<file path="src/rtl/rs_dispatch_scheduler_pkg.sv">
// Shared type definitions for the dispatch stage.
//   core_structs_pkg : reservation_entry_t, the renamed-instruction payload
//                      carried from rename into the reservation stations.
//   dispatch_pkg     : functional-unit class type, class codes and the
//                      has_class() helper used to detect unmapped classes.

package core_structs_pkg;

  typedef struct packed {
    logic [5:0] rob_idx;
    logic [7:0] opcode;
    logic [5:0] prd;
    logic [5:0] prs1;
    logic [5:0] prs2;
  } reservation_entry_t;

endpackage

package dispatch_pkg;

  localparam int CLASS_W     = 2;
  localparam int NUM_CLASSES = 1 << CLASS_W;

  typedef logic [CLASS_W-1:0] fu_class_t;

  localparam fu_class_t FU_ALU = 2'd0;
  localparam fu_class_t FU_MUL = 2'd1;
  localparam fu_class_t FU_LSU = 2'd2;

  // class_mask has one bit per class code, set when at least one RS serves it.
  function automatic logic has_class(input logic [NUM_CLASSES-1:0] class_mask,
                                     input fu_class_t               cls);
    return class_mask[cls];
  endfunction

endpackage

</file>
<file path="src/rtl/rs_dispatch_scheduler_rr_select.sv">
// Round-robin selector: picks the first requesting RS strictly after ptr,
// searching circularly (ptr itself is considered last).
// Ports:
//   req         : one bit per RS, set when that RS is a legal target
//   ptr         : index of the most recently granted RS for this class
//   grant       : one-hot grant
//   grant_idx   : index of the granted RS
//   grant_valid : a grant was made
// NUM_RS must be a power of two so the index arithmetic wraps naturally.

module rr_select #(
  parameter int NUM_RS = 4,
  parameter int IDX_W  = $clog2(NUM_RS)
) (
  input  logic [NUM_RS-1:0] req,
  input  logic [IDX_W-1:0]  ptr,
  output logic [NUM_RS-1:0] grant,
  output logic [IDX_W-1:0]  grant_idx,
  output logic              grant_valid
);

  logic [IDX_W-1:0] cand;

  always_comb begin
    grant       = '0;
    grant_idx   = '0;
    grant_valid = 1'b0;
    cand        = '0;
    for (int i = 1; i <= NUM_RS; i++) begin
      cand = ptr + IDX_W'(i);
      if (!grant_valid && req[cand]) begin
        grant_valid = 1'b1;
        grant_idx   = cand;
        grant[cand] = 1'b1;
      end
    end
  end

endmodule

</file>
<file path="src/rtl/rs_dispatch_scheduler.sv">
// Dispatch stage between rename and the reservation stations.
// Holds up to two renamed instructions in an in-order two-slot buffer and
// steers each to an RS of its functional-unit class, round-robin among RSs
// sharing a class. Slot1 only leaves together with slot0.
// Ports:
//   clk, rst   : clock, asynchronous active-high reset
//   valid_in   : rename valids (packed, bit1 implies bit0)
//   ready_out  : bit k = room to accept k+1 instructions this cycle
//   data_in    : renamed instructions, port 0 older
//   class_in   : functional-unit class per input port
//   rs_valid   : packed push valids per RS (port 1 implies port 0)
//   rs_data    : push data per RS and port
//   rs_ready   : RS room bits, bit k = room for k+1 pushes
//   flush      : drops buffered and incoming instructions

module rs_dispatch_scheduler
  import dispatch_pkg::*;
  import core_structs_pkg::*;
#(
  parameter int INPUT_PORTS = 2,
  parameter int NUM_RS      = 4,
  parameter int CLASS_WIDTH = 2,
  parameter logic [NUM_RS-1:0][CLASS_WIDTH-1:0] RS_CLASS = {FU_LSU, FU_MUL, FU_ALU, FU_ALU}
) (
  input  logic                                    clk,
  input  logic                                    rst,
  input  logic [INPUT_PORTS-1:0]                  valid_in,
  output logic [INPUT_PORTS-1:0]                  ready_out,
  input  reservation_entry_t [INPUT_PORTS-1:0]    data_in,
  input  logic [INPUT_PORTS-1:0][CLASS_WIDTH-1:0] class_in,
  output logic [NUM_RS-1:0][1:0]                  rs_valid,
  output reservation_entry_t [NUM_RS-1:0][1:0]    rs_data,
  input  logic [NUM_RS-1:0][1:0]                  rs_ready,
  input  logic                                    flush
);

  localparam int IDX_W = $clog2(NUM_RS);
  localparam int N_CLS = 1 << CLASS_WIDTH;

  logic [1:0]                       occ;
  reservation_entry_t [1:0]         slot_entry;
  logic [1:0][CLASS_WIDTH-1:0]      slot_class;
  logic [N_CLS-1:0][IDX_W-1:0]      rr_ptr;

  reservation_entry_t [1:0]         nxt_entry;
  logic [1:0][CLASS_WIDTH-1:0]      nxt_class;
  logic [1:0]                       nxt_occ;

  logic [N_CLS-1:0]                 class_mask;
  logic [NUM_RS-1:0]                req0, req1, gnt0, gnt1;
  logic [IDX_W-1:0]                 idx0, idx1;
  logic                             gv0, gv1;
  logic                             disp0, disp1_same, disp1_diff, same_cls;
  logic [1:0]                       dispatched, free, n_keep, pos;
  logic [INPUT_PORTS-1:0]           acc;

  always_comb begin
    class_mask = '0;
    for (int r = 0; r < NUM_RS; r++) class_mask[RS_CLASS[r]] = 1'b1;
  end

  always_comb begin
    req0 = '0;
    req1 = '0;
    for (int r = 0; r < NUM_RS; r++) begin
      req0[r] = (RS_CLASS[r] == slot_class[0]) && rs_ready[r][0];
      req1[r] = (RS_CLASS[r] == slot_class[1]) && rs_ready[r][0];
    end
  end

  rr_select #(.NUM_RS(NUM_RS), .IDX_W(IDX_W)) u_sel0 (
    .req         (req0),
    .ptr         (rr_ptr[slot_class[0]]),
    .grant       (gnt0),
    .grant_idx   (idx0),
    .grant_valid (gv0)
  );

  rr_select #(.NUM_RS(NUM_RS), .IDX_W(IDX_W)) u_sel1 (
    .req         (req1),
    .ptr         (rr_ptr[slot_class[1]]),
    .grant       (gnt1),
    .grant_idx   (idx1),
    .grant_valid (gv1)
  );

  // A same-class pair shares slot0's RS (ports 0/1), so only one pointer
  // update per class can ever happen in a cycle.
  always_comb begin
    same_cls   = (slot_class[1] == slot_class[0]);
    disp0      = (occ != 2'd0) && gv0 && !flush;
    disp1_same = disp0 && (occ == 2'd2) && same_cls && rs_ready[idx0][1];
    disp1_diff = disp0 && (occ == 2'd2) && !same_cls && gv1;
    dispatched = 2'(disp0) + 2'(disp1_same | disp1_diff);
  end

  always_comb begin
    rs_valid = '0;
    rs_data  = '0;
    for (int r = 0; r < NUM_RS; r++) begin
      if (disp0 && gnt0[r]) begin
        rs_valid[r][0] = 1'b1;
        rs_data[r][0]  = slot_entry[0];
        if (disp1_same) begin
          rs_valid[r][1] = 1'b1;
          rs_data[r][1]  = slot_entry[1];
        end
      end
      if (disp1_diff && gnt1[r]) begin
        rs_valid[r][0] = 1'b1;
        rs_data[r][0]  = slot_entry[1];
      end
    end
  end

  // occ >= dispatched always, so the 2-bit wrap in (2 - occ) cancels out.
  always_comb begin
    free      = 2'd2 - occ + dispatched;
    ready_out = '0;
    if (!rst && !flush) begin
      for (int k = 0; k < INPUT_PORTS; k++) ready_out[k] = (int'(free) > k);
    end
    acc = valid_in & ready_out;
  end

  // Survivors compact toward slot0, then accepted inputs append in port order.
  always_comb begin
    nxt_entry = slot_entry;
    nxt_class = slot_class;
    n_keep    = occ - dispatched;
    if (dispatched == 2'd1) begin
      nxt_entry[0] = slot_entry[1];
      nxt_class[0] = slot_class[1];
    end
    pos = n_keep;
    for (int k = 0; k < INPUT_PORTS; k++) begin
      if (acc[k] && pos < 2'd2) begin
        nxt_entry[pos[0]] = data_in[k];
        nxt_class[pos[0]] = class_in[k];
        pos = pos + 2'd1;
      end
    end
    nxt_occ = pos;
  end

  always_ff @(posedge clk or posedge rst) begin
    if (rst) begin
      occ        <= '0;
      slot_entry <= '0;
      slot_class <= '0;
      rr_ptr     <= '0;
    end else if (flush) begin
      occ <= '0;
    end else begin
      if (disp0)      rr_ptr[slot_class[0]] <= idx0;
      if (disp1_diff) rr_ptr[slot_class[1]] <= idx1;
      slot_entry <= nxt_entry;
      slot_class <= nxt_class;
      occ        <= nxt_occ;
    end
  end

  // An instruction whose class no RS serves would block dispatch forever.
  property p_slot0_mapped;
    @(posedge clk) disable iff (rst)
      (occ != 2'd0) |-> has_class(class_mask, fu_class_t'(slot_class[0]));
  endproperty
  a_slot0_mapped: assert property (p_slot0_mapped);

endmodule
</file>
<file path="config.mk">
export PLATFORM = sky130hd
export DESIGN_NAME = rs_dispatch_scheduler
export DESIGN_NICKNAME = d
export VERILOG_FILES = /design/src/rtl/rs_dispatch_scheduler_pkg.sv /design/src/rtl/rs_dispatch_scheduler_rr_select.sv /design/src/rtl/rs_dispatch_scheduler.sv
export SDC_FILE = /design/constraint.sdc
export NUM_CORES = 1
export LEC_CHECK = 0
export ABC_AREA = 1
export CORE_ASPECT_RATIO = 1.25
export CORE_MARGIN = 2
export CORE_UTILIZATION = 45
export DETAILED_ROUTE_END_ITERATION = 16
export DONT_BUFFER_PORTS = 1
export GPL_TIMING_DRIVEN = 0
export PLACE_DENSITY = 0.59
export SYNTH_ARGS = -nofsm -noshare
export SYNTH_HDL_FRONTEND = slang
export SYNTH_HIERARCHICAL = 1
export SYNTH_SLANG_ARGS = --single-unit
</file>
<file path="constraint.sdc">
create_clock -name clk -period 10.9 [get_ports clk]
set_input_delay 1.09 -clock clk [delete_from_list [all_inputs] [get_ports clk]]
set_output_delay 1.09 -clock clk [all_outputs]
set_load 0.01 [all_outputs]
</file>
==> results.cfg <==
[outcome]
run_status = completed

[drt]
post_drt_wl_per_cell_um = 24.7
detail_route.wirelength_um = 49300
initialDrtViolationCount = 1610
number_of_nets_with_antenna_violations_after_routing = 0
post-route-drc-count = 0
route.detailed.vias_per_inst = 6.27
drtPass1Iterations = 8
detailroute.via_count = 12475

[setup_path]
critical_path_s_top_delay_family = buffers and inverters
path_common_cell = inv_1
worstSetupEndpointType = primary output
crit_path_top_delay_cell = o221ai_1
cp-start-kind = flip-flop
critical_path.max_fanout = 10
max_stage_delay_ns = 0.74
required_time_at_the_worst_slack_endpoint_ns = 9.81
setup.worst_path.class = flip-flop to primary output
worst_ep_arrival_time_ns = 6.98
cp.buffers_inverters = 9

[power_and_ir_drop]
sequentialPowerShare = 0.182
net-switching-power_mw = 2.37
pwr-share-clk = 0.080
netSwitchingFraction = 0.649
pwr_density_nw_per_um2 = 355
max-vdd-ir-drop_uv = 350
part_of_the_power_in_combinational_logic = 0.737
power.static_leakage_nw = 5.00
power_report.internal_total_mw = 1.28

[clocking]
tritoncts = yes
path_clk_slew_ns = 0.07
clock-sinks = 78
ctsResizeCount = 0
max-clock-path-buffers = 2
numCtsBuffers = 9
root_buffer = clkbuf_16
post-cts-setup-buffers = 0
postCtsHoldBufs = 0
clock_latency_reported_for_the_late_side_of_the_worst_skew_pair_ns = 0.37
htree_num_levels = 3

[grt]
global_route_wire_length_before_repair_um = 71100
first_global_vias = 11148
pin_count_of_the_biggest_net_entering_global_routing = 49
globalRouteTotalUtil = 0.419
number_of_antenna_violations_at_the_first_check_in_global_routing = 1
globalRouteOverflowTotal = 0

[placement]
hpwl_um = 37500
portBuffers = 0
gp_congestion = 0.980

[die]
die_y_um = 168
chipWidth_um = 135
die_area_um2 = 22600
num_io_pins = 347
initial_core_utilization = 0.462
core_area_um2 = 20900
fp-row-count = 59

[logic_synthesis]
netlist_instances = 1700
synth.net_count = 1801
async_reset_ff_frac = 1.00
synth_edf_count = 0
synthTopCellsByArea = dfrtp_1, nand3_1, nand2_1
synth_sequential_area_ratio = 0.202
synth.yosys.warnings = 6
post-synth-top-area-fraction = 0.202
synth_top_cells_by_count = nand2_1, nand3_1, inv_1
synth_ff_type = dfrtp_1
netlist-cell-type-count = 35
library_cell_with_the_largest_summed_area_after_synthesis = dfrtp_1
synth.most_common_cell = nand2_1
post_synthesis_area_per_instance_um2 = 5.67
synth_seq_cells = 78
mappedNetlistArea_um2 = 9640

[sta]
timing.max_slew.rel_slack = 0.337
timing_worst_slew_pin_value_ns = 0.995
final_max_slew_viol_count = 0
grt_setup_unrepaired = no
setup-tns-final_ns = 0
final_min_period_over_clock_period = 0.741
skew_ns = 0.00988
fmax_mhz = 124
final_critical_period_ns = 8.07
finalSetupViolations = 0
final_hold_viol_count = 0
holdWs_ns = 0.612

[final_layout]
layout-drive-gt1-share = 0.0815
insertedDiodeCount = 0
area.growth.synth_to_final_pct = 6.64
final_net_count = 1813

[hold_path]
holdCritPathClass = input port to asynchronous set/reset pin

[run]
count_of_maximum_capacitance_violations = 0
-- layout make-up --
class                      count  area, um2
clock buffer                  10        229
tap                          274        343
fill                        2394      10600
multi-input combinational   1257       6070
sequential                    78       1950
inverter                     235        892
timing repair buffer           1       27.5
clock inverter                 6       38.8
buffer                       130        731
-- power groups by stage --
stage,Combinational [mW],Sequential [mW],Clock [mW]
after detailed placement,2.59,0.654,0
after CTS,2.60,0.649,0.294
after global routing,2.95,0.671,0.304
after floorplan,1.85,0.547,0
after global placement,2.59,0.653,0
final,2.69,0.665,0.294
-- per-layer routing --
| layer | up-vias | track usage | share of wire |
|---|---|---|---|
| met2 | 910 | 0.637 | 0.44 |
| met4 | 2 | 0.235 | 0.065 |
| li1 | 5573 | - | - |
| met3 | 194 | 0.113 | 0.11 |
| met5 | - | 0 | 0.00016 |
| met1 | 5796 | 0.534 | 0.39 |
-- state kept, by name, summed over array words and instances (netlist names) --
register and flops:
slot_class 4, occ 2, slot_entry 64, rr_ptr 8
-- path summary, 6_finish.rpt --
kind	to	depth (start not counted)	slack, ns	startpoint
worst min register to register	slot_class[0]	2	0.61	slot_class[0]
worst max-delay path	ready_out[0]	27	2.83	slot_class[1]
worst min-delay path	slot_entry[56]	1	0.61	rst
max in group asynchronous	slot_entry[12]	2	9.67	rst
worst max register to register	slot_entry[39]	34	3.46	slot_class[1]
min in group clk	slot_class[0]	2	0.61	slot_class[0]
-- kinds of logic (layout without fill, tap and decap cells) --
group / count (synthesis) / in the layout / synth area share
xor gates and xnor gates: 1 / 1 / 0.000908
AOI/OAI and AO/OA: 314 / 314 / 0.170
adders and majority gates: 20 / 20 / 0.0260
buffers and inverters: 365 / 382 / 0.168
and+or+nand+nor: 922 / 922 / 0.433
DFF: 78 / 78 / 0.202
-- stage by stage --
| step | cell area, um2 | utilization | power (mW) | std cells | setup WS (ns) |
|---|---|---|---|---|---|
| 2_1_floorplan | 9640 | - | 2.40 | 1700 | 5.26 |
| 3_3_place_gp | 9990 | 0.478 | 3.24 | 1974 | 3.38 |
| 3_5_place_dp | 10000 | 0.479 | 3.24 | 1975 | 3.47 |
| 4_1_cts | 10300 | 0.492 | 3.54 | 1991 | 3.06 |
| 5_1_grt | 10300 | 0.492 | 3.92 | 1991 | 2.49 |
| 6_report | 10300 | 0.492 | 3.65 | 1991 | 2.83 |
-- worst register-to-register path, delay by kind of cell (launching register included) --
kind / cells / cell delay, ns
buf+inv: 11 / 2.00
fa+ha+maj: 3 / 1.09
simple gates: 15 / 2.14
flops: 1 / 0.32
compound gates: 5 / 1.75
-- placed cells by master (no fill, tap or decap), drive strengths merged, types with 2 or more instances in the layout --
cell type,n
clkinvlp,2
buf,85
nand4,83
inv,228
nand2,363
clkinv,11
o21ai,246
dfrtp,78
a21oi,49
clkbuf,56
a31oi,2
a21boi,8
nor2,201
a22oi,4
o221ai,4
nand3,271
nor3,3
ha,20
(Power assumes the default switching activity.)
